**src/rtl/mem_req_arbiter.sv**
```systemverilog
// Two-master (fetch, data) to one-slave SRAM-like arbiter with fixed data priority,
// grant hold until acceptance, and an in-order source-tag FIFO for response routing.
module mem_req_arbiter #(
  parameter int DEPTH = 4
) (
  input  logic        clk,
  input  logic        reset,
  input  logic        inst_req,
  input  logic        inst_wr,
  input  logic [1:0]  inst_size,
  input  logic [31:0] inst_addr,
  input  logic [3:0]  inst_wstrb,
  input  logic [31:0] inst_wdata,
  output logic        inst_addr_ok,
  output logic        inst_data_ok,
  output logic [31:0] inst_rdata,
  input  logic        data_req,
  input  logic        data_wr,
  input  logic [1:0]  data_size,
  input  logic [31:0] data_addr,
  input  logic [3:0]  data_wstrb,
  input  logic [31:0] data_wdata,
  output logic        data_addr_ok,
  output logic        data_data_ok,
  output logic [31:0] data_rdata,
  output logic        s_req,
  output logic        s_wr,
  output logic [1:0]  s_size,
  output logic [31:0] s_addr,
  output logic [3:0]  s_wstrb,
  output logic [31:0] s_wdata,
  input  logic        s_addr_ok,
  input  logic        s_data_ok,
  input  logic [31:0] s_rdata,
  output logic        err_spurious
);

  localparam int PW = $clog2(DEPTH);
  localparam int CW = PW + 1;

  typedef enum logic [1:0] {
    NONE   = 2'd0,
    HOLD_I = 2'd1,
    HOLD_D = 2'd2
  } state_t;

  state_t          state;
  logic [CW-1:0]   count;
  logic [PW-1:0]   wptr;
  logic [PW-1:0]   rptr;
  logic [DEPTH-1:0] tags;

  logic gnt_i;
  logic gnt_d;
  logic full;
  logic empty;
  logic push;
  logic pop;
  logic head;

  assign full  = (count == CW'(DEPTH));
  assign empty = (count == CW'(0));
  assign head  = tags[rptr];
  assign push  = s_req & s_addr_ok;
  assign pop   = s_data_ok & ~empty;

  // Grant selection: live priority arbitration in NONE, forced grant while holding.
  always_comb begin
    gnt_i = 1'b0;
    gnt_d = 1'b0;
    case (state)
      NONE: begin
        if (full) begin
          gnt_d = 1'b0;
        end else if (data_req) begin
          gnt_d = 1'b1;
        end else if (inst_req) begin
          gnt_i = 1'b1;
        end else begin
          gnt_i = 1'b0;
        end
      end
      HOLD_I:  gnt_i = 1'b1;
      HOLD_D:  gnt_d = 1'b1;
      default: gnt_i = 1'b0;
    endcase
  end

  // Slave request mux; fields read as zero when nobody holds the grant.
  always_comb begin
    s_req   = 1'b0;
    s_wr    = 1'b0;
    s_size  = 2'd0;
    s_addr  = 32'd0;
    s_wstrb = 4'd0;
    s_wdata = 32'd0;
    if (gnt_d) begin
      s_req   = data_req;
      s_wr    = data_wr;
      s_size  = data_size;
      s_addr  = data_addr;
      s_wstrb = data_wstrb;
      s_wdata = data_wdata;
    end else if (gnt_i) begin
      s_req   = inst_req;
      s_wr    = inst_wr;
      s_size  = inst_size;
      s_addr  = inst_addr;
      s_wstrb = inst_wstrb;
      s_wdata = inst_wdata;
    end else begin
      s_req   = 1'b0;
    end
  end

  assign inst_addr_ok = gnt_i & s_addr_ok;
  assign data_addr_ok = gnt_d & s_addr_ok;
  assign inst_rdata   = s_rdata;
  assign data_rdata   = s_rdata;
  assign inst_data_ok = pop & ~head;
  assign data_data_ok = pop & head;

  // Grant state, source-tag FIFO and sticky spurious-response flag.
  always_ff @(posedge clk or posedge reset) begin
    if (reset) begin
      state        <= NONE;
      count        <= CW'(0);
      wptr         <= PW'(0);
      rptr         <= PW'(0);
      tags         <= DEPTH'(0);
      err_spurious <= 1'b0;
    end else begin
      if (gnt_d & data_req & ~s_addr_ok) begin
        state <= HOLD_D;
      end else if (gnt_i & inst_req & ~s_addr_ok) begin
        state <= HOLD_I;
      end else begin
        state <= NONE;
      end

      if (push) begin
        tags[wptr] <= gnt_d;
        wptr       <= wptr + PW'(1);
      end else begin
        wptr       <= wptr;
      end

      if (pop) begin
        rptr <= rptr + PW'(1);
      end else begin
        rptr <= rptr;
      end

      case ({push, pop})
        2'b10:   count <= count + CW'(1);
        2'b01:   count <= count - CW'(1);
        default: count <= count;
      endcase

      // A response with nothing outstanding is dropped and latched as an error.
      if (s_data_ok & empty) begin
        err_spurious <= 1'b1;
      end else begin
        err_spurious <= err_spurious;
      end
    end
  end

endmodule

```
**config.mk**
```make
export PLATFORM = sky130hd
export DESIGN_NAME = mem_req_arbiter
export DESIGN_NICKNAME = d
export VERILOG_FILES = /design/src/rtl/mem_req_arbiter.sv
export SDC_FILE = /design/constraint.sdc
export NUM_CORES = 1
export LEC_CHECK = 0
export ABC_AREA = 1
export CORE_AREA = 5 5 121 123
export CTS_CLUSTER_DIAMETER = 30
export DETAILED_ROUTE_END_ITERATION = 7
export DIE_AREA = 0 0 126 128
export DONT_BUFFER_PORTS = 1
export SETUP_SLACK_MARGIN = 0.4
export SLEW_MARGIN = 5
export SYNTH_ARGS = -nofsm -noshare
export SYNTH_HDL_FRONTEND = slang
export SYNTH_SLANG_ARGS = --single-unit
export TNS_END_PERCENT = 5
```
**constraint.sdc**
```tcl
create_clock -name clk -period 2.6 [get_ports clk]
set_input_delay 0.52 -clock clk [delete_from_list [all_inputs] [get_ports clk]]
set_output_delay 0.52 -clock clk [all_outputs]
set_load 0.005 [all_outputs]
```
== Word level (Yosys, flattened, before mapping) ==
Cells that the tools add are included.
Cells by class
  muxes and demuxes: 27
  bitwise operators: 14
  magnitude comparators: 3
  reductions and logical operators: 4
  add/sub/neg operators: 4
  equality and inequality tests: 5
Operator list (count)
  32-bit two-way mux: 4
  1-bit two-way mux: 12
  1-bit AND: 11
  4-bit two-way mux: 2
  2-bit by 3-bit less-than comparator with 1-bit output, second input constant: 2
  2-bit two-way mux: 3
  3-bit one-hot mux with 2 select lines: 1
  2-bit by 1-bit adder with 2-bit output, second input constant: 2
  4-bit bitwise mux: 1
  2-bit by 1-bit equality test with 1-bit output, second input constant: 2
  2-bit equality test, second input constant: 2
  1-bit one-hot mux with 2 select lines: 2
  3-bit by 1-bit adder with 3-bit output, second input constant: 1
  3-bit equality test, second input constant: 1
  3-bit zero test: 1
  1-bit NOT: 3
  3-bit by 1-bit subtractor with 3-bit output, second input constant: 1
  1-bit binary-select mux with 2-bit select: 1
  1-bit demux with 2-bit select: 1
  2-bit by 1-bit greater-or-equal comparator with 1-bit output, second input constant: 1
  2-bit zero test: 1
  2-bit nonzero test: 1
  1-bit logical AND: 1
Word-level totals
  flip-flop bits (word level): 14
  input bits: 180
  word-level logic and storage cells: 63
  output and inout bits: 141

== Logic depth before layout (Yosys ltp) ==
Gate-level depths: netlist of run 1.
  depth in word-level cells: 9
  depth in mapped cells: 13

== Worst setup path before layout of run 1 ==
Ideal clock, no wire load.
  path type: register -> register
  start point: register count[0]
  end point: register count[2]
  clock period less this slack: 2.072 ns
  arrival: 1.942 ns
  data required time: 2.469 ns
  setup slack: 0.528 ns
  stages on the path, launching flop included: 14
  cell sequence: dfrtp_1 > nor2_2 > nand2_2 > nand3_2 > nand2_2 > nand2_1 > nand2_2 > nand2_1 > ha_1 > inv_1 > fa_1 > a21oi_1 > o21ai_0 > xor2_1
Between the ends
  cells in the longest elaborated chain, start to end: 8
  elaborated cells on any way between the ends: 17
  those cells by class: 2 x add/sub; 3 x eq/ne; 7 x mux; 3 x bitwise; 2 x reduce/logical
RTL lines
  start, declared: RTL line 48  | logic [CW-1:0] count;
  start signal, assigned: RTL line 155  | 2'b10: count <= count + CW'(1);
  start signal, assigned: RTL line 156  | 2'b01: count <= count - CW'(1);
  start signal, assigned: RTL line 157  | default: count <= count;
  3-bit equality test: RTL line 61  | assign full = (count == CW'(DEPTH));
  1-bit two-way mux: RTL line 73  | if (full) begin
  1-bit one-hot mux with 2 select lines: RTL line 71  | case (state)
  1-bit two-way mux: RTL line 104  | end else if (gnt_i) begin
  1-bit two-way mux: RTL line 97  | if (gnt_d) begin
  1-bit AND: RTL line 64  | assign push = s_req & s_addr_ok;
  2-bit by 1-bit equality test with 1-bit output / 2-bit equality test (equally long branches): RTL line 154  | case ({push, pop})
  3-bit one-hot mux with 2 select lines / 2-bit nonzero test (equally long branches)
Parallel ways exist; a longest one is shown, timed or not.
A chain may end at the register's enable or synchronous reset.

== Final worst setup path of run 1 ==
  start point: register state[0]
  end point: output s_wdata[1]
Between the ends
  cells in the longest elaborated chain, start to end: 4
  elaborated cells on any way between the ends: 7
  those cells by class: 2 x eq/ne; 4 x mux; 1 x reduce/logical
RTL lines
  start, declared: RTL line 47  | state_t state;
  start signal, assigned: RTL line 126  | state <= NONE;
  start signal, assigned: RTL line 134  | state <= HOLD_D;
  start signal, assigned: RTL line 136  | state <= HOLD_I;
  2-bit by 1-bit equality test with 1-bit output / 2-bit zero test (equally long branches): RTL line 71
  1-bit one-hot mux with 2 select lines: RTL line 71
  32-bit two-way mux: RTL line 104
  32-bit two-way mux *: RTL line 97
  end, declared: RTL line 31  | output logic [31:0] s_wdata,
Every way passes the cells marked *; elsewhere a longest branch is shown, timed or not.

==> flow_summary.json, run 1 <==
{
  "synth-warning-count": 0,
  "dr.pass1.iters": 6,
  "area_delta_synth_final_pct": -1.80,
  "yosys.cell_types.count": 23,
  "synth_top_cell_by_area": "a22o_1",
  "hold_class": "input pin to async pin",
  "drt_iter0_drc": 61,
  "crit_end": "s_wdata[1]",
  "crit_type": "register to output pin",
  "swShare": 0.458,
  "antenna_found_initial": 0,
  "p_comb_frac": 0.646,
  "synth_flop_cell": "dfrtp_1",
  "drcViolationCount": 0,
  "netlist_top_cells_area": "a22o_1, buf_4, dfrtp_1",
  "critPathMaxFanout": 30,
  "irDropWorstVdd_mv": 0.566,
  "cp-end-kind": "output pin",
  "final_layout_size_suffix_gt1_frac": 0.199,
  "insertedDiodeCount": 0,
  "rsz0062_at_grt": "yes",
  "routabilityCongestion": 0.707,
  "post-place-ws_ns": 0.232,
  "fin_crit_ns": 2.18,
  "cts_tree": "yes",
  "numPortBuffers": 0,
  "ys_ff_latch": 14,
  "h-tree-depth": 1,
  "clockRootBuffer": "clkbuf_16",
  "reg2reg_from": "count[0]$_DFFE_PP0P_",
  "ios": 321,
  "yosysSeqAreaShare": 0.174,
  "grtUsageTotal": 0.0881,
  "core_area_sq_um": 13600,
  "die_y_um": 128,
  "relSlewSlack": 0.637,
  "gr-total-overflow": 0,
  "first_global_vias": 1613,
  "start_util": 0.149,
  "crit_start": "state[0]$_DFF_PP0_",
  "synth.top_cell.area_share": 0.308,
  "synth-edff-count": 0,
  "synthTopCellsByCount": "a22o_1, buf_4, nand2_1, dfrtp_1, inv_1",
  "ant_nets": 0,
  "worst_pin_slew_ns": 0.544,
  "outcome": "finished clean",
  "finalCritPeriodShare": 0.839,
  "clock_skew_ns": 0.00414,
  "viasPerCell": 4.61,
  "internal_power_mw": 1.02,
  "via_count": 1665,
  "synthArstFlopShare": 1.00,
  "cap_viol_max_count": 0,
  "reg2reg_depth": 13,
  "syn-cell-area_sq_um": 2020,
  "hold_viol_final": 0,
  "grt_max_degree": 76,
  "post-synth-top-count-cell": "a22o_1",
  "clockBufferDepth": 2,
  "avgRoutedWirePerCell_um": 25.1,
  "hpwl_mm": 7.32,
  "fin_tns_setup_ns": 0,
  "clk_latency_ns": 0.24,
  "power.share.sequential": 0.206,
  "nNetsFinal": 369,
  "p_switching_mw": 0.865,
  "setup_viol": 0,
  "worst_r2r_endpoint": "count[2]$_DFFE_PP0P_",
  "core.rowCount": 43,
  "startpoint_type": "register",
  "finalWirelength_mm": 9.06,
  "syn_inst": 246,
  "path_clk_slew_ns": 0.04,
  "p_clk_frac": 0.148,
  "grt_pass1_wl_mm": 10.6,
  "rrSetupSlack_ns": 0.43,
  "die_w_um": 126,
  "max_freq_mhz": 458,
  "critPathArrivalTime_ns": 1.66,
  "timing.final.ws_setup_ns": 0.418,
  "slew_violations": 0,
  "die_area_sq_um": 16100,
  "synth_nets": 432,
  "syn_avg_cell_area_sq_um": 8.20,
  "clkSinkCount": 14,
  "powerDensity_nw_per_um2": 952,
  "power.leakage_nw": 0.875,
  "critPathRequiredTime_ns": 2.08,
  "numCtsBuffers": 3
}
-- final cells by class --
cell class / count / area, sq um
inverters: 14 / 52.6
fillers: 1534 / 11600
repair buffers: 12 / 148
clock buffers: 3 / 75.1
flip-flops and latches: 14 / 350
well taps: 180 / 225
multi-input cells: 138 / 1130
-- kinds of logic after synthesis --
family / after synthesis / share of synthesized area
AO/OA/AOI/OAI: 79 / 0.332
XOR/XNOR: 3 / 0.0130
flip-flops: 14 / 0.174
AND/OR/NAND/NOR: 49 / 0.113
adder cells (fa/ha/maj): 6 / 0.0409
buffers and inverters: 95 / 0.327
-- cell usage in the layout, fill, tap and decap left out, types with 2 or more instances in the layout --
| master | netlist | routed |
|---|---|---|
| a21oi_1 | 4 | 3 |
| buf_12 | 0 | 2 |
| a22o_4 | 0 | 4 |
| clkbuf_16 | 0 | 4 |
| xor2_1 | 2 | 2 |
| nor2_2 | 1 | 2 |
| nand4_1 | 4 | 4 |
| nand3_4 | 0 | 2 |
| nand2_4 | 0 | 5 |
| nor2_1 | 9 | 8 |
| buf_6 | 7 | 2 |
| nand3_1 | 6 | 6 |
| ha_1 | 5 | 4 |
| buf_4 | 64 | 6 |
| nand2_2 | 4 | 2 |
| dfrtp_1 | 14 | 14 |
| a22o_1 | 71 | 67 |
| inv_1 | 14 | 13 |
| nand2_1 | 22 | 19 |
-- worst min path at each step --
stage               cells after the start              endpoint
global placement                        2   tags[3]$_DFFE_PP0P_
finish                                  1   tags[1]$_DFFE_PP0P_
floorplan                               1  count[0]$_DFFE_PP0P_
CTS                                     1   tags[1]$_DFFE_PP0P_
detailed placement                      1   rptr[1]$_DFFE_PP0P_
global route                            1   rptr[0]$_DFFE_PP0P_
-- critical path, cell delays in order, from the launching register on --
cell and delay (ns):
dfrtp_1 0.39, nor2_2 0.24, nand3_4 0.12, nand2_4 0.11, buf_6 0.23, a22o_1 0.31
-- registers in the layout (all words and copies together), names as in the netlist --
| name | flops |
|---|---|
| err_spurious | 1 |
| rptr | 2 |
| tags | 4 |
| state | 2 |
| wptr | 2 |
| count | 3 |
-- metrics by stage --
stage               utilization  hold slack [ns]  std cells  cell area (sq um)  power [mW]
floorplan                     -            0.409        246               2020        1.27
global placement          0.122            0.461        348               1660        1.35
detailed placement        0.122            0.458        348               1660        1.37
CTS                       0.130            0.224        352               1770        1.70
global route              0.146            0.269        361               1980        2.03
finish                    0.146            0.214        361               1980        1.89
-- per-layer routing --
layer,wire [um],up-vias,global-route usage
li1,-,692,-
met1,3450,791,0.110
met2,4530,175,0.149
met3,972,7,0.0325
met4,116,0,0.0132
met5,0,-,0
-- power by group through the flow --
stage          logic [mW]  clock network, mW  registers, mW
2_1_floorplan       0.903                  0          0.369
3_3_place_gp        0.959                  0          0.389
3_5_place_dp        0.982                  0          0.392
5_1_grt              1.34              0.296          0.399
4_1_cts              1.03              0.285          0.390
6_report             1.22              0.279          0.388
-- timing repair --
| item | in CTS | in global routing |
|---|---|---|
| setup buffers | 1 | 6 |
| cloned | 0 | 3 |
| pin swaps | 1 | 15 |
| resized for setup | 8 | 21 |
| endpoints found under the setup margin | 72 | 73 |
| hold buffers | 0 | 0 |
No activity file was read; power rests on OpenSTA's default activity.
==> run 2: changes to the inputs <==
==> constraint.sdc (replaced) <==
create_clock -name clk -period 2.3 [get_ports clk]
set_input_delay 0.46 -clock clk [delete_from_list [all_inputs] [get_ports clk]]
set_output_delay 0.46 -clock clk [all_outputs]
set_load 0.005 [all_outputs]
==> run 2 against run 1 <==
Net effect:
- sequential power up 12%
- final cell count up 0.28%
- sequential cell count unchanged
- wire length down 1.1%
- die area unchanged
- via count shrank 1.3%
- first-iteration DRC count grew 4.9%
- worst setup slack worse by 0.26 ns
- largest cell class unchanged
- highest routed layer unchanged
==> flow_summary.json, run 2 (synthesis gave the netlist of run 1 again) <==
{
  "slew_violations": 0,
  "power.total_mw": 2.29,
  "core.rowCount": 43,
  "avgRoutedWirePerCell_um": 24.7,
  "largest_register_ffs": 4,
  "grt_pass1_wl_mm": 11.4,
  "cp-end-kind": "output pin",
  "powerDensity_nw_per_um2": 1070,
  "area_delta_synth_final_pct": 5.77,
  "via_count": 1643,
  "ant_nets": 0,
  "grt_max_degree": 40,
  "drcViolationCount": 0,
  "path_clk_slew_ns": 0.05,
  "slowest_stage": "dfrtp_1",
  "first_global_vias": 1730,
  "final_layout_size_suffix_gt1_frac": 0.286,
  "die_w_um": 126,
  "rsz0062_at_grt": "yes",
  "hold_buffers": 0,
  "clockRootBuffer": "clkbuf_16",
  "fin_tns_setup_ns": 0,
  "die_y_um": 128,
  "layout_common_cells": "a22o_1, nand2_1, a22o_4",
  "critPathMaxStageDelay_ns": 0.40,
  "relSlewSlack": 0.634,
  "die_area_sq_um": 16100,
  "drt_iter0_drc": 64,
  "clockBufferDepth": 2,
  "outcome": "finished clean",
  "crit_family": "simple AND/OR/NAND/NOR gates",
  "holdWs_ns": 0.153,
  "max_freq_mhz": 468,
  "ios": 321,
  "final_area_sq_um": 2130,
  "worst_pin_slew_ns": 0.549,
  "crit_type": "register to output pin",
  "place_area_sq_um": 1690,
  "start_util": 0.149,
  "reg_top3": "tags: 4 flops, count: 3 flops",
  "clkSinkCount": 14,
  "cap_viol_max_count": 0,
  "finalWirelength_mm": 8.96,
  "viasPerCell": 4.54,
  "critPathMaxFanout": 20,
  "irDropWorstVdd_mv": 0.590,
  "critPathRequiredTime_ns": 1.84,
  "clock_skew_ns": 0.00240,
  "top_register": "tags",
  "clk_latency_ns": 0.24,
  "hold_class": "input pin to async pin",
  "finalCritPeriodShare": 0.930,
  "fillers": 1526,
  "final_common_cell": "a22o_1",
  "power.leakage_nw": 0.948,
  "hold_viol_final": 0,
  "insertedDiodeCount": 0,
  "routabilityCongestion": 0.823,
  "crit_chain": "nor2_2 > nand2_2 > nand3_4 > nand2_4 > buf_4 > buf_12 > a22o_4",
  "setup_viol": 0,
  "numPortBuffers": 0,
  "dr.pass1.iters": 4,
  "core_area_sq_um": 13600,
  "worst-path-buf-inv": 2,
  "nNetsFinal": 369,
  "cts_tree": "yes",
  "numCtsBuffers": 3,
  "startpoint_type": "register",
  "h-tree-depth": 1,
  "antenna_found_initial": 0,
  "grtUsageTotal": 0.0933,
  "gr-total-overflow": 0,
  "fin_crit_ns": 2.14,
  "critPathArrivalTime_ns": 1.68,
  "hpwl_mm": 7.61
}
==> run 2: cell count changes in the layout (fill, tap and decap cells not counted), moves of 2 or more <==
cell and delta:
a22o_1 -13, a22o_4 +13, buf_12 +3, buf_6 -2
==> run 2: layer usage <==
metal / vias to the layer above / global-route usage / part of all wire
met2: 160 / 0.168 / 0.53
met1: 785 / 0.108 / 0.35
li1: 692 / - / -
met4: 0 / 0.00568 / 0.0042
met3: 6 / 0.0396 / 0.12
met5: - / 0 / 0
==> run 2: power by group <==
group	switching, mW	total, mW	internal, mW
Sequential	0.0848	0.436	0.352
Combinational	0.814	1.49	0.677
Clock	0.0970	0.360	0.263
Total	0.996	2.29	1.29
==> run 2: area by class of cell <==
cell class	count	area, sq um	area share
multi-input combinational	137	1240	0.580
sequential	14	350	0.164
tap	180	225	0.106
timing repair buffer	13	178	0.0832
clock buffer	4	88.8	0.0416
inverter	14	55.1	0.0258
==> run 2: repair_timing <==
action | in CTS | in global routing
gates resized for setup | 28 | 19
gates cloned | 0 | 1
setup buffers | 2 | 5
setup endpoints to repair | 73 | 74
pin swaps | 1 | 10
==> run 2: through the flow <==
stage / std cells / util / worst slack, ns
2_1_floorplan: 246 / - / 0.366
3_3_place_gp: 350 / 0.124 / 0.307
3_5_place_dp: 350 / 0.124 / 0.241
4_1_cts: 356 / 0.145 / 0.272
5_1_grt: 362 / 0.157 / 0.0689
6_report: 362 / 0.157 / 0.162
==> run 2: final timing paths <==
| check | from | endpoint | slack (ns) | depth (start not counted) |
|---|---|---|---|---|
| worst min-delay path | reset | err_spurious$_DFFE_PP0P_ | 0.15 | 1 |
| max in group asynchronous | reset | wptr[0]$_DFFE_PP0P_ | 1.78 | 1 |
| worst max register to register | count[1]$_DFFE_PP0P_ | count[2]$_DFFE_PP0P_ | 0.20 | 13 |
| worst min register to register | tags[2]$_DFFE_PP0P_ | tags[2]$_DFFE_PP0P_ | 0.47 | 2 |
| min in group clk | s_addr_ok | state[1]$_DFF_PP0_ | 0.28 | 1 |
| worst max-delay path | count[1]$_DFFE_PP0P_ | s_addr[31] | 0.16 | 7 |
